==> src/rtl/wb_queue.sv <==
// Writeback queue: merges two result producers into the regfile's single write port, in arrival order.
// Optional WB_QUEUE_FORWARD_EN adds a combinational lookup of pending writes (newest first).
module wb_queue #(
   parameter  int WIDTH  = 16,
   parameter  int DEPTH  = 64,
   parameter  int QDEPTH = 4,
   localparam int AW     = $clog2(DEPTH),
   localparam int PW     = $clog2(QDEPTH),
   localparam int CW     = PW + 1
) (
   input  logic             clk,
   input  logic             rst,
   input  logic             s0_valid,
   output logic             s0_ready,
   input  logic [AW-1:0]    s0_reg,
   input  logic [WIDTH-1:0] s0_data,
   input  logic             s1_valid,
   output logic             s1_ready,
   input  logic [AW-1:0]    s1_reg,
   input  logic [WIDTH-1:0] s1_data,
   output logic             wb_we,
   output logic [AW-1:0]    wb_reg,
   output logic [WIDTH-1:0] wb_data,
   output logic [CW-1:0]    q_count,
   input  logic [AW-1:0]    fwd_addr,
   output logic             fwd_hit,
   output logic [WIDTH-1:0] fwd_data
);

   logic [AW-1:0]    q_reg  [QDEPTH];
   logic [WIDTH-1:0] q_data [QDEPTH];
   logic [PW-1:0]    rd_ptr;
   logic [PW-1:0]    wr_ptr;
   logic [PW-1:0]    wr_ptr1;
   logic [CW-1:0]    count;
   logic             enq0;
   logic             enq1;
   logic             pop;

   // Source 1 may only enqueue when two slots are free, so a double accept never overflows.
   assign s0_ready = (count <= CW'(QDEPTH - 1));
   assign s1_ready = (count <= CW'(QDEPTH - 2));
   assign q_count  = count;

   // r0 writes complete the handshake but are dropped: regfile hardwires r0.
   assign enq0    = s0_valid && s0_ready && (s0_reg != '0);
   assign enq1    = s1_valid && s1_ready && (s1_reg != '0);
   assign pop     = (count != '0);
   assign wr_ptr1 = wr_ptr + PW'(enq0);

   always_ff @(posedge clk) begin
      if (rst) begin
         rd_ptr  <= '0;
         wr_ptr  <= '0;
         count   <= '0;
         wb_we   <= 1'b0;
         wb_reg  <= '0;
         wb_data <= '0;
      end else begin
         if (enq0) begin
            q_reg[wr_ptr]  <= s0_reg;
            q_data[wr_ptr] <= s0_data;
         end
         if (enq1) begin
            q_reg[wr_ptr1]  <= s1_reg;
            q_data[wr_ptr1] <= s1_data;
         end
         wr_ptr <= wr_ptr + PW'(enq0) + PW'(enq1);
         wb_we  <= pop;
         if (pop) begin
            wb_reg  <= q_reg[rd_ptr];
            wb_data <= q_data[rd_ptr];
            rd_ptr  <= rd_ptr + PW'(1);
         end
         count <= count + CW'(enq0) + CW'(enq1) - CW'(pop);
      end
   end

`ifdef WB_QUEUE_FORWARD_EN
   // Scan oldest to newest so later matches override earlier ones; the output register is oldest of all.
   always_comb begin
      fwd_hit  = 1'b0;
      fwd_data = '0;
      if (fwd_addr != '0) begin
         if (wb_we && (wb_reg == fwd_addr)) begin
            fwd_hit  = 1'b1;
            fwd_data = wb_data;
         end
         for (int i = 0; i < QDEPTH; i++) begin
            if ((CW'(i) < count) && (q_reg[rd_ptr + PW'(i)] == fwd_addr)) begin
               fwd_hit  = 1'b1;
               fwd_data = q_data[rd_ptr + PW'(i)];
            end
         end
      end
   end
`else
   logic fwd_unused;
   assign fwd_unused = ^fwd_addr;
   assign fwd_hit    = 1'b0;
   assign fwd_data   = '0;
`endif

endmodule
==> config.mk <==
export PLATFORM = sky130hd
export DESIGN_NAME = wb_queue
export DESIGN_NICKNAME = d
export VERILOG_FILES = /design/src/rtl/wb_queue.sv
export SDC_FILE = /design/constraint.sdc
export NUM_CORES = 1
export LEC_CHECK = 0
export ABC_CLOCK_PERIOD_IN_PS = 8100
export BUFFER_PORTS_ARGS = -buffer_cell sky130_fd_sc_hd__buf_2
export CAP_MARGIN = 15
export CORE_MARGIN = 1
export CORE_UTILIZATION = 46
export CTS_CLUSTER_DIAMETER = 150
export DETAILED_ROUTE_END_ITERATION = 8
export HOLD_SLACK_MARGIN = 0.03
export MAX_ROUTING_LAYER = met4
export PLACE_DENSITY = 0.64
export SYNTH_ARGS = -nofsm -noshare
export SYNTH_HDL_FRONTEND = slang
export SYNTH_SLANG_ARGS = --single-unit
==> constraint.sdc <==
create_clock -name clk -period 8.1 [get_ports clk]
set_clock_uncertainty 0.05 [all_clocks]
set_input_delay 1.62 -clock clk [delete_from_list [all_inputs] [get_ports clk]]
set_output_delay 1.62 -clock clk [all_outputs]
set_load 0.05 [all_outputs]
# After elaboration in Yosys (flattened, before gate mapping)
# Memories as Yosys holds them, arrays and structs flattened. A register that Yosys moved wholly into a read port is not among the register bits.
# Cells that the tools add are included.
[op_classes]
addsub = 6
magnitude_cmp = 2
mux = 6
reduce_logical = 7
[ops]
columns = ["operator", "count"]
rows = [
  ["6-bit nonzero test", 2],
  ["3-bit by 1-bit adder with 3-bit output", 2],
  ["3-bit by 2-bit less-or-equal comparator with 1-bit output, second input constant", 2],
  ["1-bit two-way mux", 6],
  ["2-bit by 1-bit adder with 2-bit output", 2],
  ["1-bit logical AND", 4],
  ["3-bit nonzero test", 1],
  ["3-bit by 1-bit subtractor with 3-bit output", 1],
  ["2-bit by 1-bit adder with 2-bit output, second input constant", 1],
]
[totals]
reg_bits = 8
ram_bits = 88
input_bits = 54
out_inout_bits = 45
mem_count = 2
[mem_list]
columns = ["memory", "words", "word_bits", "read_ports", "rd_clocked_by_memory_dff", "wr", "line_no", "source"]
rows = [
  ["q_data", 4, 16, 1, 1, 2, "31", "logic [WIDTH-1:0] q_data [QDEPTH];"],
  ["q_reg", 4, 6, 1, 1, 2, "30", "logic [AW-1:0] q_reg [QDEPTH];"],
]

# Longest topological paths before layout
# Gate-level depths: netlist of the first run.
[logic_depth]
depth_word = 6
depth_mapped = 11
ltp_nobuf = 11

# Least setup slack after synthesis of the first run
# Ideal clock, no wire load.
[synth_timing]
kind = "flip-flop to flip-flop"
from = "reg count[2] (netlist: q_count[2])"
to = "mem q_data[0][0] (enable)"
setup_time_ns = 0.437
arrival_ns = 4.023
required_time_ns = 7.613
path_slack_ns = 3.590
path_stages_with_launch = 6
n_path_buf = 0
period_less_slack_ns = 4.510
cell_sequence = "dfxtp_1 -> inv_1 -> ha_1 -> a31oi_1 -> nand4b_1 -> o32ai_1"
[synth_rtl]
columns = ["element", "line_no", "source"]
rows = [
  ["start: declaration", "35", "logic [CW-1:0] count;"],
  ["start signal: assignment", "75", "count <= count + CW'(enq0) + CW'(enq1) - CW'(pop);"],
  ["end: declaration", "31", ""],
]

==> metrics, run 1 <==
status finished clean; top-area cell type share of the netlist area 0.444; largest cells by area after synthesis edfxtp_1, mux2_4, dfxtp_1; number of synthesized flops with an enable pin between 80 and 90; DRT iter0 DRCs around 110; largest net degree at the start of global routing 34; area of the multi-input gates 0.00251 mm²; clk buf depth 2; port bufs 75; register bit total from synthesis 118; GPL Wtd Cong 0.766; Fmax 219 MHz; max-slew violation count 0; Routed WL 12.1 mm; NumNets Final 533; GRT Total Usage 0.199; chip width 116 µm; Hold WC Path Type reg2reg; Max-cap violations 0; CTS buffer count 17; asr flop ratio synth 0; Avg Vias per Cell 5.11; hold buffers post-CTS 0; Yosys warning total 0; Rel. slew slack 0.289; design area ~0.007 mm²; Commonest cells post-synth edfxtp_1, mux2_4, nand2_1; residual DRC count 0; pre-CTS WS 3090 ps; Layout Area Growth over Synthesis 17.7%; CTS tree yes; Worst Path Required 8130 ps; Power Density 367 mW/mm²; Root Buffer clkbuf_16; row cnt 41; post-CTS sizing 0; # IOs around 100; Antenna Nets Post-Route 0; Filler Cell Count around 1000; Max H-tree Level 4; worst skew pair latency 400 ps; Crit Path Class in2reg; clk sinks 118; Final WS setup 3530 ps; fin crit share 0.565; initial antenna violation count 2; minimum clock period between 4000 and 5000 ps; share of layout cells above drive strength 1 0.482; Mean Syn Cell Area 15.2 µm²; DR pass1 iterations 4; setup violators final 0; TNS Setup 0 ps; top-count cell post-synth edfxtp_1; HPWL Detailed 7.49 mm; Final Hold Viols 0; total global routing overflow 0; DP Area 0.00643 mm²; detailed-route wire length per cell approximately 18 µm; Distinct cells, synth 35; starting density of the core 0.472; DR vias 3369; Placeable Area 0.0126 mm²; startpoint types input pin; unrepaired setup endpoints after global routing false; vias in the first global route 3359; Slew @ Worst Pin between 1000 and 1500 ps; Static Leak 2.68 nW; Tot Pwr about 2.6 mW; Top FF cell, synth edfxtp_1; sequential area share after synthesis 0.545; Layout Utilization 0.555; cell count after synthesis between 300 and 400; maximum vdd ir drop about 150 µV; CP max FO 23; die area 0.0134 mm²; Clock transition at path regs 50 ps; dominant cell type by area after synthesis edfxtp_1; Setup Buffers After CTS 0; WP data arrival 4600 ps; FF/Latch Area 0.00324 mm²; max reg flops 64; Synth Cell Area 0.00596 mm²; CP endpoint kind flip-flop; chip height 116 µm; global-route wire length before repair approximately 18 mm
==> report_power, final <==
group          switching [mW]  internal (mW)
registers              0.0917          0.809
clock network           0.264          0.458
logic                   0.594          0.355
==> through the flow <==
| stage | instances | hold WS (ps) |
|---|---|---|
| finish | 659 | 395 |
| global route | 659 | 408 |
| CTS | 657 | 398 |
| detailed placement | 625 | 391 |
| global placement | 625 | 385 |
| floorplan | 408 | 621 |
==> final timing paths <==
check | start | to | slack [ps] | cells past startpoint
setup / recovery | s0_reg[2] | q_data[3][15]$_DFFE_PP_ | 3530 | 10
hold / removal | wb_data[9]$_SDFFE_PP0N_ | wb_data[9]$_SDFFE_PP0N_ | 390 | 2
setup reg to reg | q_count[2]$_SDFF_PP0_ | q_data[3][15]$_DFFE_PP_ | 4310 | 10
hold reg to reg | wb_data[9]$_SDFFE_PP0N_ | wb_data[9]$_SDFFE_PP0N_ | 390 | 2
==> cells in the final DEF (no fill, tap or decap), drive strengths merged <==
master / synthesis / layout
mux2: 88 / 88
nor2b: 3 / 3
a31oi: 1 / 1
nor4: 1 / 1
diode: 0 / 2
bufinv: 0 / 2
buf: 27 / 82
clkbuf: 10 / 19
mux4: 22 / 22
nand3: 3 / 3
nand4b: 1 / 1
and3: 1 / 1
nor3b: 2 / 2
clkinv: 0 / 8
xor2: 3 / 3
clkinvlp: 0 / 2
xnor2: 2 / 2
inv: 9 / 10
nand2: 48 / 48
or4: 1 / 1
dfxtp: 30 / 30
fa: 2 / 2
edfxtp: 88 / 88
nand2b: 2 / 2
or2: 1 / 1
o21bai: 3 / 3
o32ai: 2 / 2
conb: 1 / 17
ha: 5 / 5
a21oi: 22 / 22
nor3: 2 / 2
nor2: 12 / 12
==> kinds of logic (layout without fill, tap and decap cells) <==
| family | Yosys count | in the layout | synth area share |
|---|---|---|---|
| buffers and inverters | 46 | 123 | 0.0502 |
| and+or+nand+nor | 77 | 77 | 0.0620 |
| muxes | 110 | 110 | 0.289 |
| other | 1 | 19 | 0.000630 |
| AOI/OAI and AO/OA | 28 | 28 | 0.0294 |
| adders and majority gates | 7 | 7 | 0.0172 |
| xor gates and xnor gates | 5 | 5 | 0.00735 |
| DFF | 118 | 118 | 0.545 |
==> area by class of cell <==
type	instances	share of cell area
diodes	2	0.000714
clock buffers	19	0.0632
clock inverters	13	0.0187
inverters	9	0.00482
multi-input cells	244	0.358
flip-flops and latches	118	0.463
well taps	172	0.0307
repair buffers	82	0.0610
==> worst max-delay path: stages <==
cell and delay, ps:
buf_2 120, nor4_1 270, nand2_1 110, and3_1 200, ha_1 210, xor2_1 300
nand3_1 180, nor2_4 830, o21bai_2 360, buf_4 370
==> layer usage <==
metal / GRT usage / share of wire / routed length (µm) / vias to the layer above
li1: - / - / - / 1593
met4: 0.0786 / 0.013 / 161 / 0
met5: - / 0 / 0 / -
met1: 0.234 / 0.41 / 5000 / 1679
met3: 0.0513 / 0.051 / 610 / 11
met2: 0.329 / 0.52 / 6310 / 86
(Power assumes the default switching activity.)
==> run 2, diff against run 1 <==
ABC_CLOCK_PERIOD_IN_PS = 4400   (was 8100)
clock period = 4.4 ns   (was 8.1 ns; I/O delays follow)
==> run 2 against run 1 <==
  * Count of clock-buffer cells in the layout rose by 2
  * Clock power rose by 80%
  * Sequential power rose by 83%
  * Global-route usage rose by 0.84 points
  * Combinational power rose by 87%
  * Worst setup slack got worse by 2200 ps
  * Final cell count rose by 0.61%
  * Design area rose by 0.46%
  * Non-clock buffer count rose by 5
  * Critical path type unchanged
  * Largest power group unchanged
==> metrics, run 2 (synthesis results as in run 1) <==
status finished clean; Gate power share 0.375 (+0.006); R2R cell count 10 (unchanged); TNS Setup 0 ps (unchanged); Final Hold Viols 0 (unchanged); Slew @ Worst Pin 1030 ps (-37.1 ps); share of layout cells above drive strength 1 0.490 (+0.00732); die area 0.0134 mm² (unchanged); Layout Utilization 0.558 (+0.00258); Layout Area Growth over Synthesis 18.2%; residual DRC count 0 (unchanged); Worst Path Required 4460 ps (-3670 ps); Antenna Nets Post-Route 0 (unchanged); Critical Path Sink q_reg[2][3]$_DFFE_PP_; DRT iter0 DRCs 213 (+95%); row cnt 41 (unchanged); Rel. slew slack 0.315 (+0.0259); WP data arrival 3170 ps (-1430 ps); GRT Total Usage 0.208 (+0.00844); FF-to-FF Start q_count[2]$_SDFF_PP0_; global-route wire length before repair 18.8 mm (+3.1%); initial antenna violation count 1 (-1); largest net degree at the start of global routing 34 (unchanged); CP max FO 15 (-35%); Max-cap violations 0 (unchanged); maximum vdd ir drop 294 µV (+96%); Clock transition at path regs 50 ps (about the same); highest-count cells in the layout ignoring fill and taps edfxtp_1, buf_2, mux2_4, nand2_1, dfxtp_1; Avg Vias per Cell 5.16 (+0.84%); Reg2Reg Setup Slack 1370 ps (-2940 ps); DR vias 3418 (+1.5%); area of the multi-input gates 0.00251 mm² (unchanged); sw power 1.73 mW (+83%); Fmax 321 MHz; DR pass1 iterations 4 (unchanged); # IOs 99 (unchanged); pre-CTS WS 849 ps (-2240 ps); detailed-route wire length per cell 18.3 µm (-0.13%); Max H-tree Level 4 (unchanged); share of total power in the clock network 0.276 (-0.005); chip height 116 µm (unchanged); worst skew pair latency 410 ps (about the same); CTS buffer count 17 (unchanged); CTS tree yes; Tot Pwr 4.73 mW (+84%); clk buf depth 2 (unchanged); port bufs 75 (unchanged); worst hold slack 397 ps (+1.98 ps); Routed WL 12.1 mm (+0.47%); Root Buffer clkbuf_16; Placeable Area 0.0126 mm² (unchanged); max reg flops 64 (unchanged); max-slew violation count 0 (unchanged); post-CTS sizing 0 (unchanged); most common cell after layout, fill and taps aside edfxtp_1; clk sinks 118 (unchanged); vias in the first global route 3504 (+4.3%); starting density of the core 0.472 (unchanged); Static Leak 2.72 nW (+1.4%); minimum clock period 3110 ps; FF/Latch Area 0.00324 mm² (unchanged); GPL Wtd Cong 0.787 (+2.7%); unrepaired setup endpoints after global routing false; Hold WC Path Type reg2reg; CP endpoint kind flip-flop; startpoint types input pin; Setup Buffers After CTS 0 (unchanged); Final WS setup 1290 ps (-2240 ps); HPWL Detailed 7.72 mm (+3.2%); Power Internal 2.99 mW (+84%); Power Density 671 mW/mm² (+83%); Filler Cell Count 1031 (-1.1%); fin crit share 0.707; switching share of power 0.367 (-0.00202); sequential share of power 0.349 (about the same); critical path startpoint s0_reg[3]; chip width 116 µm (unchanged); NumNets Final 538 (+0.94%); hold buffers post-CTS 0 (unchanged); total global routing overflow 0 (unchanged); r2r endpoint q_reg[2][3]$_DFFE_PP_; Crit Path Class in2reg; setup violators final 0 (unchanged)
run 2: changes by cell type in the layout (fill, tap and decap cells not counted), moves of 2 or more:
| cell | delta |
|---|---|
| clkinv_1 | -3 |
| clkbuf_1 | +2 |
| clkinvlp_4 | -2 |
| clkinv_2 | +6 |
| buf_4 | +4 |
| clkinv_4 | -2 |
run 2: power groups by stage:
stage	Combinational [mW]	Sequential, mW	Clock [mW]
after detailed placement	1.78	1.68	0
final	1.77	1.65	1.30
after global routing	1.91	1.69	1.38
after global placement	1.76	1.66	0
after CTS	1.79	1.66	1.33
after floorplan	1.06	1.97	0
run 2: how the worst min path moves through the flow:
stage | to | cells past startpoint | slack [ps] | start
floorplan | wb_data[10]$_SDFFE_PP0N_ | 2 | 620 | wb_data[10]$_SDFFE_PP0N_
global placement | wb_data[9]$_SDFFE_PP0N_ | 2 | 390 | wb_data[9]$_SDFFE_PP0N_
detailed placement | wb_data[9]$_SDFFE_PP0N_ | 2 | 390 | wb_data[9]$_SDFFE_PP0N_
CTS | wb_data[2]$_SDFFE_PP0N_ | 2 | 400 | wb_data[2]$_SDFFE_PP0N_
global route | wb_data[2]$_SDFFE_PP0N_ | 2 | 410 | wb_data[2]$_SDFFE_PP0N_
finish | wb_data[9]$_SDFFE_PP0N_ | 2 | 400 | wb_data[9]$_SDFFE_PP0N_
run 2: layer usage:
layer | part of all wire | track usage
met3 | 0.050 | 0.0544
met4 | 0.018 | 0.111
met2 | 0.52 | 0.345
met5 | 0 | -
met1 | 0.41 | 0.229
run 2: final cells by class:
| type | count | share of cell area |
|---|---|---|
| tap | 172 | 0.0306 |
| inverter | 9 | 0.00480 |
| timing repair buffer | 87 | 0.0679 |
| clock buffer | 21 | 0.0640 |
| clock inverter | 11 | 0.0155 |
| antenna | 1 | 0.000355 |
| sequential | 118 | 0.461 |
| multi-input combinational | 244 | 0.356 |
run 2: per-stage QoR:
stage | instance area, µm² | instances
after global placement | 6480 | 630
final | 7040 | 663
after floorplan | 6020 | 408
after CTS | 7040 | 662
after detailed placement | 6480 | 630
after global routing | 7040 | 663
run 2: critical path, cell delays in order:
cell	delay [ps]
buf_2	140
nor4_1	260
nand2_1	120
and3_1	210
ha_1	220
xor2_1	290
nand3_1	180
nor2_4	100
o21bai_2	420
buf_4	340
==> run 3, diff against run 2 <==
ABC_CLOCK_PERIOD_IN_PS = 2700   (was 4400)
PLACE_DENSITY = 0.67   (was 0.64)
clock period = 2.7 ns   (was 4.4 ns; I/O delays follow)
==> run 3 against run 2 <==
  * Utilization is 4.5 points higher
  * Flip-flop and latch count stayed put
  * Non-clock buffer count is 32 higher
  * Combinational power is 89% higher
  * Count of clock-buffer cells in the layout is 6 higher
  * Critical path depth stayed put
  * Power is 70% higher
  * Via count is 3.8% higher
  * Register-to-register slack worse by 1300 ps
  * Worst setup slack worse by 1200 ps
  * Global-route usage is 0.50 points higher
  * Hold slack worse by 1.9 ps
  * Largest power group unchanged
==> metrics, run 3 (synthesis results as in run 1) <==
status finished clean; fin crit share 0.966; chip height 116 µm (unchanged); # IOs 99 (unchanged); minimum clock period 2610 ps; Crit-path slowest cell dfxtp_4; Rel. slew slack 0.588 (+0.273); clk buf depth 2 (unchanged); Min-Delay Endpoint wb_data[2]$_SDFFE_PP0N_; max-slew violation count 0 (unchanged); port bufs 75 (unchanged); TNS Setup 0 ps (unchanged); pre-CTS WS -205 ps (-1050 ps); critical path startpoint q_count[2]$_SDFF_PP0_; unrepaired setup endpoints after global routing false; Antenna Nets Post-Route 0 (unchanged); Worst Path Required 2810 ps (-1650 ps); vias in the first global route 3636 (+3.8%); setup violators final 0 (unchanged); total global routing overflow 0 (unchanged); share of layout cells above drive strength 1 0.550 (+0.0600); Crit Path Class reg2reg; Final Hold Viols 0 (unchanged); Clock transition at path regs 50 ps (about the same); worst hold slack 395 ps (-1.91 ps); Power Density 1060 mW/mm² (+57%); HPWL Detailed 8.93 mm (+16%); chip width 116 µm (unchanged); Top Metal Used met4; cell family with most CP delay simple AND/OR/NAND/NOR gates; Tot Pwr 8.03 mW (+70%); residual DRC count 0 (unchanged); GRT Total Usage 0.213 (+0.00497); Root Buffer clkbuf_16; Critical Path Most Common Cell ha_4; DRT iter0 DRCs 228 (+7.0%); design area 0.00761 mm² (+8.1%); DR vias 3549 (+3.8%); clk sinks 118 (unchanged); Max stage delay on crit path 380 ps (-40 ps); detailed-route wire length per cell 18.2 µm (-0.46%); Routed WL 12.6 mm (+4.2%); R2R cell count 10 (unchanged); Hold Crit Depth 2 (unchanged); Reg2Reg Setup Slack 90 ps (-1280 ps); Static Leak 2.95 nW (+8.4%); Slew @ Worst Pin 618 ps (-409 ps); DR pass1 iterations 4 (unchanged); met3 routed WL 571 µm (-6.2%); largest net degree at the start of global routing 25 (-26%); starting density of the core 0.472 (unchanged); DP Area 0.00709 mm² (+9.4%); initial antenna violation count 0 (-1); wl on met1 5.15 mm (+4.0%); startpoint types flip-flop; Avg Vias per Cell 5.11 (-0.81%); Max-cap violations 0 (unchanged); CTS tree yes; Fmax 384 MHz; GPL Wtd Cong 0.808 (+2.7%); highest-count cells in the layout ignoring fill and taps edfxtp_1, mux2_4, buf_2, nand2_1, buf_4; die area 0.0134 mm² (unchanged); FF-to-FF Start q_count[2]$_SDFF_PP0_; Placeable Area 0.0126 mm² (unchanged); Setup Buffers After CTS 0 (unchanged); Layout Area Growth over Synthesis 27.8%; Hold WC Path Type reg2reg; global-route wire length before repair 19.5 mm (+3.7%); length of routed met2 wiring 6.75 mm (+6.3%); row cnt 41 (unchanged); CTS buffer count 17 (unchanged); CP bufs+invs 2 (unchanged); max reg flops 64 (unchanged); most common cell after layout, fill and taps aside edfxtp_1; post-CTS sizing 0 (unchanged); r2r endpoint q_data[0][15]$_DFFE_PP_; CP endpoint kind flip-flop; ANT cells 0 (-1); hold buffers post-CTS 0 (unchanged); NumNets Final 570 (+5.9%); maximum vdd ir drop 582 µV (+98%); Cell Chain, Critical Path inv_2 -> ha_4 -> a31oi_4 -> and3_4 -> ha_4 -> nor2_4 -> nand2_2 -> nor3_4 -> buf_12 -> mux2_2; WP data arrival 2720 ps (-450 ps); CP max FO 14 (-1); Filler Cell Count 1015 (-1.6%); worst skew pair latency 420 ps (about the same); Final WS setup 93.0 ps (-1200 ps); hold path startpoint wb_data[2]$_SDFFE_PP0N_; Max H-tree Level 4 (unchanged)
-- run 3: cell types whose count changed in the layout (fill, tap and decap cells not counted), moves of 4 or more --
cell      change
buf_12       +13
buf_4        +19
clkbuf_1      +4
clkinv_2      -4
mux2_2       -15
mux2_4       +15
-- run 3: how the worst max path moves through the flow --
stage,endpoint,slack [ps],cells after the start
floorplan,q_data[2][0]$_DFFE_PP_,-160,10
global placement,q_data[1][15]$_DFFE_PP_,-170,10
detailed placement,q_data[1][15]$_DFFE_PP_,-210,10
CTS,q_data[0][15]$_DFFE_PP_,100,10
global route,q_reg[2][3]$_DFFE_PP_,20,10
finish,q_data[0][15]$_DFFE_PP_,90,10
-- run 3: power breakdown --
| group | switching [mW] | internal (mW) | total [mW] |
|---|---|---|---|
| Clock | 0.736 | 1.24 | 1.97 |
| Combinational | 1.93 | 1.42 | 3.35 |
| Sequential | 0.270 | 2.44 | 2.71 |
| Total | 2.94 | 5.09 | 8.03 |
-- run 3: stage by stage --
stage / utilization / instances
finish: 0.603 / 694
global placement: 0.562 / 662
floorplan: - / 408
CTS: 0.603 / 694
detailed placement: 0.562 / 662
global route: 0.603 / 694
-- run 3: layout make-up --
cell class	instances	area, µm²	area share
Tap cell	172	215	0.0283
Clock buffer	27	493	0.0648
Inverter	9	33.8	0.00444
Sequential cell	118	3250	0.427
Clock inverter	5	27.5	0.00362
Timing Repair Buffer	119	881	0.116
Multi-Input combinational cell	244	2710	0.356
-- run 3: worst min-delay path: stages, from the launching register on --
cell	delay, ps
dfxtp_1	300
nand2_1	50
a21oi_1	50
-- run 3: per-layer routing --
| layer | vias to the layer above | global-route usage |
|---|---|---|
| met5 | - | - |
| met4 | 0 | 0.0769 |
| met3 | 15 | 0.0518 |
| met2 | 104 | 0.370 |
| met1 | 1765 | 0.237 |
| li1 | 1665 | - |
